$ cat src/rtl/uart_fifo_tx.sv
// uart_fifo_tx: read-side consumer of the UART byte FIFO. Pops one byte at a
// time and serializes it onto the tx line, LSB first, as an 8N1 frame.
//
// Configuration macro: UART_TX_PARITY_EN
//   undefined - 8N1 frame, (DATA_WIDTH+2)*CLKS_PER_BIT clocks long
//   defined   - 8E1 frame: an even-parity bit is inserted between the last
//               data bit and the stop bit, (DATA_WIDTH+3)*CLKS_PER_BIT clocks
//
// Ports:
//   clk_i         system clock, rising edge
//   rst_ni        asynchronous active-low reset
//   tx_en_i       1 = allowed to start new frames
//   fifo_empty_i  FIFO empty flag
//   fifo_rd_en_o  FIFO pop strobe, registered, one-cycle pulse
//   fifo_rdata_i  FIFO data_out, valid the cycle after the pop strobe
//   tx_o          serial line, registered, idles high
//   busy_o        high whenever the FSM is not idle
//   tx_done_o     one-cycle pulse on the last clock of the stop bit
module uart_fifo_tx #(
    parameter int unsigned CLKS_PER_BIT = 434,
    parameter int unsigned DATA_WIDTH   = 8
) (
    input  logic                  clk_i,
    input  logic                  rst_ni,
    input  logic                  tx_en_i,
    input  logic                  fifo_empty_i,
    output logic                  fifo_rd_en_o,
    input  logic [DATA_WIDTH-1:0] fifo_rdata_i,
    output logic                  tx_o,
    output logic                  busy_o,
    output logic                  tx_done_o
);

    localparam int unsigned BaudW = $clog2(CLKS_PER_BIT);
    localparam int unsigned BitW  = $clog2(DATA_WIDTH + 1);

    localparam logic [BaudW-1:0] BaudLast = BaudW'(CLKS_PER_BIT - 1);
    localparam logic [BitW-1:0]  BitLast  = BitW'(DATA_WIDTH - 1);

    typedef enum logic [2:0] {
        StIdle,
        StFetch,
        StLoad,
        StStart,
        StData,
`ifdef UART_TX_PARITY_EN
        StParity,
`endif
        StStop
    } state_e;

    state_e                state_q, state_d;
    logic [BaudW-1:0]      baud_q, baud_d;
    logic [BitW-1:0]       bit_q, bit_d;
    logic [DATA_WIDTH-1:0] shift_q, shift_d;
    logic                  tx_q, tx_d;
    logic                  rd_en_q, rd_en_d;
    logic                  bit_end;
`ifdef UART_TX_PARITY_EN
    logic                  parity_q, parity_d;
`endif

    assign bit_end = (baud_q == BaudLast);

    always_comb begin
        state_d = state_q;
        baud_d  = baud_q;
        bit_d   = bit_q;
        shift_d = shift_q;
`ifdef UART_TX_PARITY_EN
        parity_d = parity_q;
`endif

        unique case (state_q)
            StIdle: begin
                if (tx_en_i && !fifo_empty_i) begin
                    state_d = StFetch;
                end
            end
            StFetch: begin
                state_d = StLoad;
            end
            StLoad: begin
                // FIFO data_out is valid now, one cycle after the pop strobe.
                shift_d = fifo_rdata_i;
                bit_d   = '0;
                baud_d  = '0;
                state_d = StStart;
`ifdef UART_TX_PARITY_EN
                parity_d = ^fifo_rdata_i;
`endif
            end
            StStart: begin
                baud_d = bit_end ? '0 : baud_q + BaudW'(1);
                if (bit_end) begin
                    state_d = StData;
                end
            end
            StData: begin
                baud_d = bit_end ? '0 : baud_q + BaudW'(1);
                if (bit_end) begin
                    shift_d = shift_q >> 1;
                    if (bit_q == BitLast) begin
`ifdef UART_TX_PARITY_EN
                        state_d = StParity;
`else
                        state_d = StStop;
`endif
                    end else begin
                        bit_d = bit_q + BitW'(1);
                    end
                end
            end
`ifdef UART_TX_PARITY_EN
            StParity: begin
                baud_d = bit_end ? '0 : baud_q + BaudW'(1);
                if (bit_end) begin
                    state_d = StStop;
                end
            end
`endif
            StStop: begin
                baud_d = bit_end ? '0 : baud_q + BaudW'(1);
                if (bit_end) begin
                    state_d = StIdle;
                end
            end
            default: begin
                state_d = StIdle;
            end
        endcase

        // Line level follows the next state so tx_o changes on the same edge as the FSM.
        tx_d = 1'b1;
        case (state_d)
            StStart:  tx_d = 1'b0;
            StData:   tx_d = shift_d[0];
`ifdef UART_TX_PARITY_EN
            StParity: tx_d = parity_d;
`endif
            default:  tx_d = 1'b1;
        endcase

        rd_en_d = (state_d == StFetch);
    end

    always_ff @(posedge clk_i or negedge rst_ni) begin
        if (!rst_ni) begin
            state_q  <= StIdle;
            baud_q   <= '0;
            bit_q    <= '0;
            shift_q  <= '0;
            tx_q     <= 1'b1;
            rd_en_q  <= 1'b0;
`ifdef UART_TX_PARITY_EN
            parity_q <= 1'b0;
`endif
        end else begin
            state_q  <= state_d;
            baud_q   <= baud_d;
            bit_q    <= bit_d;
            shift_q  <= shift_d;
            tx_q     <= tx_d;
            rd_en_q  <= rd_en_d;
`ifdef UART_TX_PARITY_EN
            parity_q <= parity_d;
`endif
        end
    end

    assign tx_o         = tx_q;
    assign fifo_rd_en_o = rd_en_q;
    assign busy_o       = (state_q != StIdle);
    assign tx_done_o    = (state_q == StStop) && bit_end;

endmodule

$ cat config.mk
export PLATFORM = sky130hd
export DESIGN_NAME = uart_fifo_tx
export DESIGN_NICKNAME = d
export VERILOG_FILES = /design/src/rtl/uart_fifo_tx.sv
export SDC_FILE = /design/constraint.sdc
export NUM_CORES = 1
export LEC_CHECK = 0
export BUFFER_PORTS_ARGS = -buffer_cell sky130_fd_sc_hd__buf_2
export CAP_MARGIN = 30
export CORE_MARGIN = 2
export CORE_UTILIZATION = 45
export DETAILED_ROUTE_END_ITERATION = 6
export GPL_TIMING_DRIVEN = 0
export SETUP_SLACK_MARGIN = 0.2
export SLEW_MARGIN = 40
export SYNTH_ARGS = -nofsm -noshare
export SYNTH_HDL_FRONTEND = slang
export SYNTH_SLANG_ARGS = --single-unit
$ cat constraint.sdc
create_clock -name clk_i -period 3 [get_ports clk_i]
set_input_delay 0.3 -clock clk_i [delete_from_list [all_inputs] [get_ports clk_i]]
set_output_delay 0.3 -clock clk_i [all_outputs]
set_load 0.01 [all_outputs]
==> results.md, run 1 <==
* Vias in the first global route at 1120
* Fin. max-slew vios at 0
* DRT antenna net count at 0
* Final clock period utilization by the worst path at 0.655
* Worst endpoint required time at 2700 ps
* Post-Syn Instances at 149
* Die Ht at 60.6 µm
* Max Cap Viol at 0
* Initial Utilization at 0.473
* Max Clock Skew at 1.49 ps
* Ys Warns at 0
* Resized cells post-CTS at 0
* # setup viols final at 0
* VDD IR max at 0.265 mV
* Total Power at 1100 µW
* Hpwl dp at 2100 µm
* Syn Area/Cell at 9.69 µm²
* Clock Tree Root: clkbuf_4
* Ant diodes at 0
* H-tree depth at 1
* Clk buf depth at 2
* Vias/cell at 5.57
* Io pins at 16
* First-pass GRT wire length at 4830 µm
* Commonest cells post-synth: nand2_1, dfrtp_1, inv_1, nand3_1
* Min Tclk post-route at 1970 ps
* Crit end category: primary output
* Clk Latency, worst-skew pair at 320 ps
* Final WL at 2830 µm
* Grt total ovfl at 0
* Worst-path clk slew at 140 ps
* Detailed-route DRC error count at 0
* # rows at 20
* Synth top area share at 0.433
* Cell taking the most area after synthesis: dfrtp_1
* Share of cells above drive strength 1 at 0.213
* Vias after detailed routing at 1186
* Max-Slew Margin vs Limit at 0.619
* Pwr Density at 673 mW/mm²
* Area Growth Syn to Fin at 13.3%
* Pleak at 0.000751 µW
* Post-route setup TNS at 0 ps
* Least-Margin Pin Slew at 571 ps
* Synthesized cell area at 0.00144 mm²
* CP startpoint kind: flop
* Largest cells by area after synthesis: dfrtp_1, nand2_1, a22oi_1
* Status: finished clean
* Final GP Congestion at 0.849
* # port buffers at 15
* Post-synth cell types at 48
* Critical Path Fanout Max at 7
* F_max at 509 MHz
* Register area share after synthesis at 0.451
* RSZ-0062 raised after global routing: false
* Most Used Layer, Global Route: met2
* First-pass DRT Iterations at 4
* Post-synth EDFFs at 0
* Met3 usage at 0.0256
* GR Util All Layers at 0.174
* Largest net degree at the start of global routing at 27
* Post-DP Area at 0.00157 mm²
* Synth Net Count at 164
* Setup CP Type: flop to primary output
* Count leader, synth: nand2_1
* DRT iter0 DRCs at 81
* WP data arrival at 1670 ps
* Min-Delay Path Class: input port to flop
* CTS tree: done
* Die area at 0.00368 mm²
* Nets at 185
* CTS sink cnt at 26
* Main synth FF type: dfrtp_1
* Routing usage on met1 at 0.220
* Ys async rst share at 1.00
* Die X at 60.6 µm
* Initial antenna violation count at 0
* Avg WL per Cell at 13.3 µm
* Fin Hold WS at 171 ps
* Synthesized flop and latch total at 26
* Total CTS buffers at 3
* Core area at 0.00305 mm²
* Final hold vios at 0
* Met2 usage at 0.306
* Final Cell Area at 0.00164 mm²
==> metal layers <==
| metal | routed length [µm] | share of wire |
|---|---|---|
| met5 | 0 | 0 |
| met4 | 28 | 0.0099 |
| met3 | 88 | 0.031 |
| met2 | 1420 | 0.50 |
| met1 | 1280 | 0.45 |
==> power by group <==
part / switching (µW) / internal [µW]
clock: 106 / 135
sequential: 75.8 / 446
combinational: 191 / 147
total: 373 / 729
==> stage by stage <==
stage | setup slack (ps) | instances | utilization
final | 1030 | 213 | 0.536
after global routing | 879 | 213 | 0.536
after floorplan | 1310 | 149 | -
after CTS | 1000 | 213 | 0.536
after detailed placement | 1060 | 208 | 0.516
after global placement | 1080 | 208 | 0.516
==> critical path, cell delays in order, from the launching register on <==
cell	delay, ps
dfrtp_1	440
inv_1	70
ha_1	150
and4b_1	180
buf_4	150
nand3_1	120
nor2_1	100
buf_2	130
==> state kept, by name (all words and copies together), names as in the netlist <==
signal / flops
baud_q: 9
state_q: 3
tx_o: 1
bit_q: 4
shift_q: 8
fifo_rd_en_o: 1
==> path summary, 6_finish.rpt <==
| kind | startpoint | to | slack, ps | depth (start not counted) |
|---|---|---|---|---|
| min | fifo_rdata_i[7] | shift_q[7] | 170 | 3 |
| min reg2reg | shift_q[2] | shift_q[2] | 490 | 2 |
| max in group asynchronous | rst_ni | tx_o | 2140 | 2 |
| max reg2reg | baud_q[0] | tx_o | 1060 | 7 |
| max | baud_q[1] | tx_done_o | 1030 | 7 |
| min in group asynchronous | rst_ni | shift_q[4] | 480 | 2 |
==> final cells by class <==
class                      count  area (µm²)
sequential                    26         652
buffer                         9        56.3
clock buffer                   3        22.5
fill                         305        1420
tap                           44        55.1
clock inverter                 1        30.0
timing repair buffer          16        85.1
multi-input combinational    107         709
inverter                       7        26.3
==> kinds of logic (layout without fill, tap and decap cells) <==
| family | after synthesis | count (layout) | synth area share |
|---|---|---|---|
| simple gates | 61 | 61 | 0.232 |
| compound gates | 37 | 37 | 0.193 |
| flops | 26 | 26 | 0.451 |
| buf+inv | 16 | 36 | 0.0572 |
| mux | 4 | 4 | 0.0277 |
| fa+ha+maj | 3 | 3 | 0.0260 |
| xor+xnor | 2 | 2 | 0.0121 |
==> timing repair <==
action,in CTS,in global routing
buffers inserted,0,0
hold endpoints to repair,25,0
hold buffers,1,0
==> cell usage in the layout (no fill, tap or decap), types with 2 or more instances in the layout <==
cell type	count
or4_1	2
dfrtp_1	25
xnor2_1	2
buf_4	4
inv_1	7
clkbuf_4	4
ha_1	3
nor2_1	6
o21ai_0	6
and2_1	2
nand2b_1	2
a22oi_1	6
nand2_1	27
or3_1	3
a31oi_1	5
a21oi_1	2
and3_1	2
buf_2	18
nand3_1	7
o31ai_1	2
mux2i_1	4
o22ai_1	2
No activity file was read; power rests on OpenSTA's default activity.
==> run 2, diff against run 1 <==
==> constraint.sdc (replaced) <==
create_clock -name clk_i -period 1.87 [get_ports clk_i]
set_input_delay 0.187 -clock clk_i [delete_from_list [all_inputs] [get_ports clk_i]]
set_output_delay 0.187 -clock clk_i [all_outputs]
set_load 0.01 [all_outputs]
==> run 2 against run 1 <==
Sequential cell count did not move. Clock power rose by 59%. Sequential share of layout area fell by 4.0 points. Combinational power rose by 110%. Via count barely moved. Die area did not move. Critical path type is now flop to flop.
==> results.md, run 2 (synthesized netlist as in run 1, its figures left out) <==
* Die X at 60.6 µm (unchanged)
* Die area at 0.00368 mm² (unchanged)
* Total CTS buffers at 3 (unchanged)
* DRT antenna net count at 0 (unchanged)
* Critical Path Fanout Max at 9 (+2)
* Vias/cell at 5.41 (-2.8%)
* CP startpoint kind: flop
* Biggest regs: baud_q x9, shift_q x8, bit_q x4
* Max Cap Viol at 0 (unchanged)
* WP data arrival at 2020 ps (+350 ps)
* CTS sink cnt at 26 (unchanged)
* Io pins at 16 (unchanged)
* Nets at 191 (+3.2%)
* Core area at 0.00305 mm² (unchanged)
* CP Depth at 5 (-2)
* Pleak at 0.000808 µW (+7.6%)
* Switch Pwr at 670 µW (+80%)
* Int Pwr at 1260 µW (+73%)
* Clk Latency, worst-skew pair at 310 ps (about the same)
* RSZ-0062 raised after global routing: true
* Setup CP Type: flop to flop
* GR Util All Layers at 0.179 (+0.00442)
* # setup viols final at 0 (unchanged)
* Clock Power Share at 0.199 (-0.020)
* Sequential power share at 0.436 (-0.038)
* H-tree depth at 1 (unchanged)
* CP Cell Sequence: buf_4 > or3b_4 > nor3_4 > a2111oi_1 > a31oi_1
* Crit end category: flop
* First-pass GRT wire length at 4920 µm (+1.8%)
* Max stage delay on crit path at 440 ps (about the same)
* Clock Tree Root: clkbuf_4
* Min-Delay Path Class: input port to flop
* Final clock period utilization by the worst path at 0.946
* Detailed-route DRC error count at 0 (unchanged)
* Die Ht at 60.6 µm (unchanged)
* F_max at 565 MHz
* Largest net degree at the start of global routing at 27 (unchanged)
* First-pass DRT Iterations at 4 (unchanged)
* Status: finished clean
* Register area at 652 µm² (unchanged)
* Grt total ovfl at 0 (unchanged)
* Final hold vios at 0 (unchanged)
* Switching portion of total power at 0.347 (+0.00780)
* Most frequent cells in the layout: nand2_1, dfrtp_1, buf_2, inv_1
* DRT iter0 DRCs at 53 (-35%)
* Hpwl dp at 2080 µm (-0.71%)
* Slowest cell on crit path: or3b_4
* Worst-path clk slew at 140 ps (about the same)
* Max-Slew Margin vs Limit at 0.619 (about the same)
* Initial antenna violation count at 0 (unchanged)
* Worst endpoint required time at 2120 ps (-580 ps)
* Min Tclk post-route at 1770 ps
* Most frequent standard cell in the layout excluding fill and tap cells: nand2_1
* Initial Utilization at 0.473 (unchanged)
* Pwr Density at 1060 mW/mm² (+58%)
* Ant diodes at 0 (unchanged)
* Critical path buffers and inverters at 1 (-2)
* VDD IR max at 0.476 mV (+80%)
* # fillers at 290 (-4.9%)
* Worst-case reg-to-reg path depth at 5 (-2)
* Area Growth Syn to Fin at 26.0%
* Biggest register: baud_q
* CTS tree: done
* Setup Slack @ Placement at -54.5 ps (-1120 ps)
* Vias after detailed routing at 1185 (-0.084%)
* Clk buf depth at 2 (unchanged)
* Avg WL per Cell at 13.7 µm (+3.3%)
* Number of flip-flops under the largest register name at 9 (unchanged)
* Max Clock Skew at 1.35 ps (-0.140 ps)
* Area occupied by multi-input gates at 825 µm² (+16%)
* Fin. max-slew vios at 0 (unchanged)
* Setup WS post-layout at 101 ps (-934 ps)
* Top delay family on crit path: simple AND/OR/NAND/NOR gates
* # port buffers at 15 (unchanged)
* Fin Hold WS at 86.6 ps (-84.6 ps)
* Least-Margin Pin Slew at 572 ps (+0.860 ps)
* Hold path depth at 3 (unchanged)
* Final WL at 3000 µm (+6.2%)
* Share of cells above drive strength 1 at 0.349 (+0.136)
* Combinational power share at 0.366 (+0.058)
* # rows at 20 (unchanged)
* Vias in the first global route at 1107 (-1.2%)
* Final GP Congestion at 0.849 (about the same)
==> run 2: final cells by class <==
cell class / count / share of cell area
multi-input combinational: 107 / 0.453
sequential: 26 / 0.358
clock buffer: 3 / 0.0124
timing repair buffer: 22 / 0.0722
tap: 44 / 0.0303
inverter: 7 / 0.0144
clock inverter: 1 / 0.0165
buffer: 9 / 0.0426
==> run 2: what timing repair did <==
item,in CTS,in global routing
hold buffers,1,0
endpoints found under the setup margin,20,23
pin swaps,6,5
gates cloned,0,1
setup buffers,4,1
hold endpoints to repair,25,0
gates resized for setup,14,18
==> run 2: tightest hold or removal path, stage by stage <==
cell,delay [ps]
buf_2,80
a22oi_2,60
nand2_1,50
==> run 2: worst paths after layout <==
check,start,to,slack [ps]
setup / recovery,state_q[2],tx_o,100
hold / removal,fifo_rdata_i[3],shift_q[3],90
setup reg to reg,state_q[2],tx_o,100
hold reg to reg,shift_q[2],shift_q[2],510
max in group asynchronous,rst_ni,tx_o,1120
min in group asynchronous,rst_ni,shift_q[5],380
==> run 2: power by group through the flow <==
stage	Combinational [µW]	Clock, µW	Sequential (µW)
floorplan	424	0	821
global placement	522	0	843
detailed placement	547	0	851
CTS	651	399	837
global route	803	425	866
finish	707	384	843
==> run 2: stage by stage <==
step	utilization	cell area, µm²	power [µW]	setup TNS, ps	std cells
finish	0.596	1820	1930	0	219
detailed placement	0.516	1570	1400	-54.5	208
CTS	0.568	1730	1890	0	217
global route	0.596	1820	2090	-12.1	219
floorplan	-	1440	1240	0	149
global placement	0.516	1570	1370	-35.3	208
==> run 2: routing by layer <==
layer | GRT usage | vias to the layer above | routed length (µm)
met2 | 0.304 | 15 | 1560
met3 | 0.0277 | 4 | 81
met1 | 0.226 | 577 | 1330
met4 | 0.0745 | 0 | 30
li1 | - | 589 | -
met5 | 0 | - | 0
==> run 3, diff against run 2 <==
--- a/config.mk
+++ b/config.mk
@@ -11,6 +11,7 @@
 export CORE_UTILIZATION = 45
 export DETAILED_ROUTE_END_ITERATION = 6
 export GPL_TIMING_DRIVEN = 0
+export MAX_ROUTING_LAYER = met4
 export SETUP_SLACK_MARGIN = 0.2
 export SLEW_MARGIN = 40
 export SYNTH_ARGS = -nofsm -noshare
==> run 3 against run 2 <==
Cell count is the same. Setup slack gained 1.4 ps. Clock power is essentially flat. Clock skew grew 2.8 ps. Maximum frequency is essentially flat. Via count shrank 0.76%. Critical path depth grew 2. First-iteration DRC count shrank 23%. Global-route usage grew 0.53 points. Routed wire length grew 0.57%. Sequential cell count is the same. Critical path type unchanged.
==> results.md, run 3 (synthesized netlist as in run 1, its figures left out) <==
* Status: finished clean
* Initial Utilization at 0.473 (unchanged)
* Min Tclk post-route at 1770 ps (-1.43 ps)
* Final WL at 3020 µm (+0.57%)
* Met3 usage at 0.0277 (unchanged)
* VDD IR max at 0.474 mV (-0.37%)
* Dpl cells at 208 (unchanged)
* Grt total ovfl at 0 (unchanged)
* GR Util All Layers at 0.184 (+0.00525)
* Most Used Layer, Global Route: met2
* Ant diodes at 0 (unchanged)
* CP Cell Sequence: inv_1 > ha_2 > and4b_1 > buf_6 > a31oi_4 > or4_1 > a21oi_2
* Area Growth Syn to Fin at 26.8%
* WP data arrival at 2030 ps (about the same)
* CTS sink cnt at 26 (unchanged)
* # rows at 20 (unchanged)
* CP Launch Point: baud_q[1]
* Most frequent standard cell in the layout excluding fill and tap cells: nand2_1
* # fillers at 287 (-1.0%)
* Setup CP Type: flop to flop
* Detailed-route DRC error count at 0 (unchanged)
* Core area at 0.00305 mm² (unchanged)
* Max-Slew Margin vs Limit at 0.619 (about the same)
* Met2 usage at 0.306 (+0.00154)
* Hold Startpoint: fifo_rdata_i[7]
* Hpwl dp at 2080 µm (unchanged)
* Routing usage on met1 at 0.223 (-0.00267)
* Critical Path Fanout Max at 7 (-2)
* Area occupied by multi-input gates at 830 µm² (+0.61%)
* Pwr Density at 1060 mW/mm² (-0.17%)
* Final GP Congestion at 0.862 (+1.6%)
* Initial antenna violation count at 0 (unchanged)
* Die area at 0.00368 mm² (unchanged)
* F_max at 566 MHz (about the same)
* Clk Latency, worst-skew pair at 320 ps (about the same)
* DRT iter0 DRCs at 41 (-23%)
* Crit end category: flop
* Avg WL per Cell at 13.8 µm (+0.57%)
* Post-route setup TNS at 0 ps (unchanged)
* Pleak at 0.000808 µW (about the same)
* Setup Slack @ Placement at -54.5 ps (unchanged)
* Worst r2r src: baud_q[1]
* # port buffers at 15 (unchanged)
* Total CTS buffers at 3 (unchanged)
* DRT antenna net count at 0 (unchanged)
* First-pass GRT wire length at 4910 µm (-0.14%)
* Most frequent cells in the layout: nand2_1, dfrtp_1, buf_2, inv_1
* Register area at 652 µm² (unchanged)
* Total Power at 1940 µW (+0.45%)
* Die Ht at 60.6 µm (unchanged)
* RSZ-0062 raised after global routing: true
* Largest net degree at the start of global routing at 27 (unchanged)
* Clk buf depth at 2 (unchanged)
* Biggest register: baud_q
* Share of cells above drive strength 1 at 0.354 (+0.00571)
* Vias in the first global route at 1111 (+0.36%)
* Max Clock Skew at 4.10 ps (+2.76 ps)
* First-pass DRT Iterations at 4 (unchanged)
* Setup WS post-layout at 102 ps (+1.43 ps)
* Fin Hold WS at 82.4 ps (-4.20 ps)
* Final hold vios at 0 (unchanged)
* # setup viols final at 0 (unchanged)
* Worst-path clk slew at 150 ps (about the same)
* Vias/cell at 5.37 (-0.76%)
* CTS tree: done
* Nets at 191 (unchanged)
* Fin cells at 219 (unchanged)
* Die X at 60.6 µm (unchanged)
* Io pins at 16 (unchanged)
* Min-Delay Path Class: input port to flop
* H-tree depth at 1 (unchanged)
* Number of flip-flops under the largest register name at 9 (unchanged)
* Vias after detailed routing at 1176 (-0.76%)
* Clock Tree Root: clkbuf_4
* Max Cap Viol at 0 (unchanged)
* CP startpoint kind: flop
* Least-Margin Pin Slew at 571 ps (-0.814 ps)
* Final clock period utilization by the worst path at 0.945 (about the same)
* Slowest cell on crit path: or4_1
* Max stage delay on crit path at 460 ps (+20 ps)
* Fin. max-slew vios at 0 (unchanged)
* Worst endpoint required time at 2130 ps (about the same)
* Biggest regs: baud_q x9, shift_q x8, bit_q x4
* Reg2Reg Setup Slack at 100 ps (about the same)
run 3: cell types whose count changed in the layout (fill, tap and decap cells not counted):
| cell | before | now |
|---|---|---|
| buf_6 | 5 | 6 |
| buf_2 | 17 | 16 |
| a2111oi_1 | 1 | 0 |
| clkbuf_4 | 4 | 5 |
| buf_4 | 6 | 5 |
| a2111oi_2 | 0 | 1 |
run 3: path summary, 6_finish.rpt:
check	depth (start not counted)	endpoint
max in group asynchronous	2	tx_o
min in group asynchronous	2	shift_q[5]
min	3	shift_q[7]
max	7	bit_q[3]
min reg2reg	2	shift_q[2]
max reg2reg	7	bit_q[3]
run 3: what timing repair did:
action | CTS | global route
setup buffers | 4 | 1
hold buffers | 1 | 0
endpoints found under the hold margin | 25 | 0
pin swaps | 6 | 6
gates resized for setup | 14 | 21
cloned | 0 | 1
endpoints found under the setup margin | 20 | 23
run 3: routing by layer:
metal,vias to the layer above,wire length [µm]
met5,-,0
met4,0,30
met3,4,64
met2,11,1550
met1,572,1370
li1,589,-
run 3: final cells by class:
type	count	area share
buffer	9	0.0458
multi-input combinational	107	0.453
timing repair buffer	22	0.0718
clock inverter	1	0.0164
inverter	7	0.0144
sequential	26	0.356
clock buffer	3	0.0123
tap	44	0.0301
run 3: power breakdown:
part / internal, µW / leakage [µW] / total (µW) / switching (µW)
clock network: 217 / 0.0000279 / 387 / 170
logic: 335 / 0.000453 / 714 / 379
registers: 716 / 0.000328 / 842 / 126
total: 1270 / 0.000808 / 1940 / 675
run 3: per-stage QoR:
| step | util | instance area (µm²) |
|---|---|---|
| after floorplan | - | 1440 |
| after global placement | 0.516 | 1570 |
| after detailed placement | 0.516 | 1570 |
| after CTS | 0.568 | 1730 |
| after global routing | 0.600 | 1830 |
| final | 0.600 | 1830 |
run 3: critical path, delay by kind of cell (launching register included):
family                     cells  cell delay (ps)
and+or+nand+nor                2              650
DFF                            1              400
AOI/OAI and AO/OA              2              290
buffers and inverters          2              200
adders and majority gates      1              160
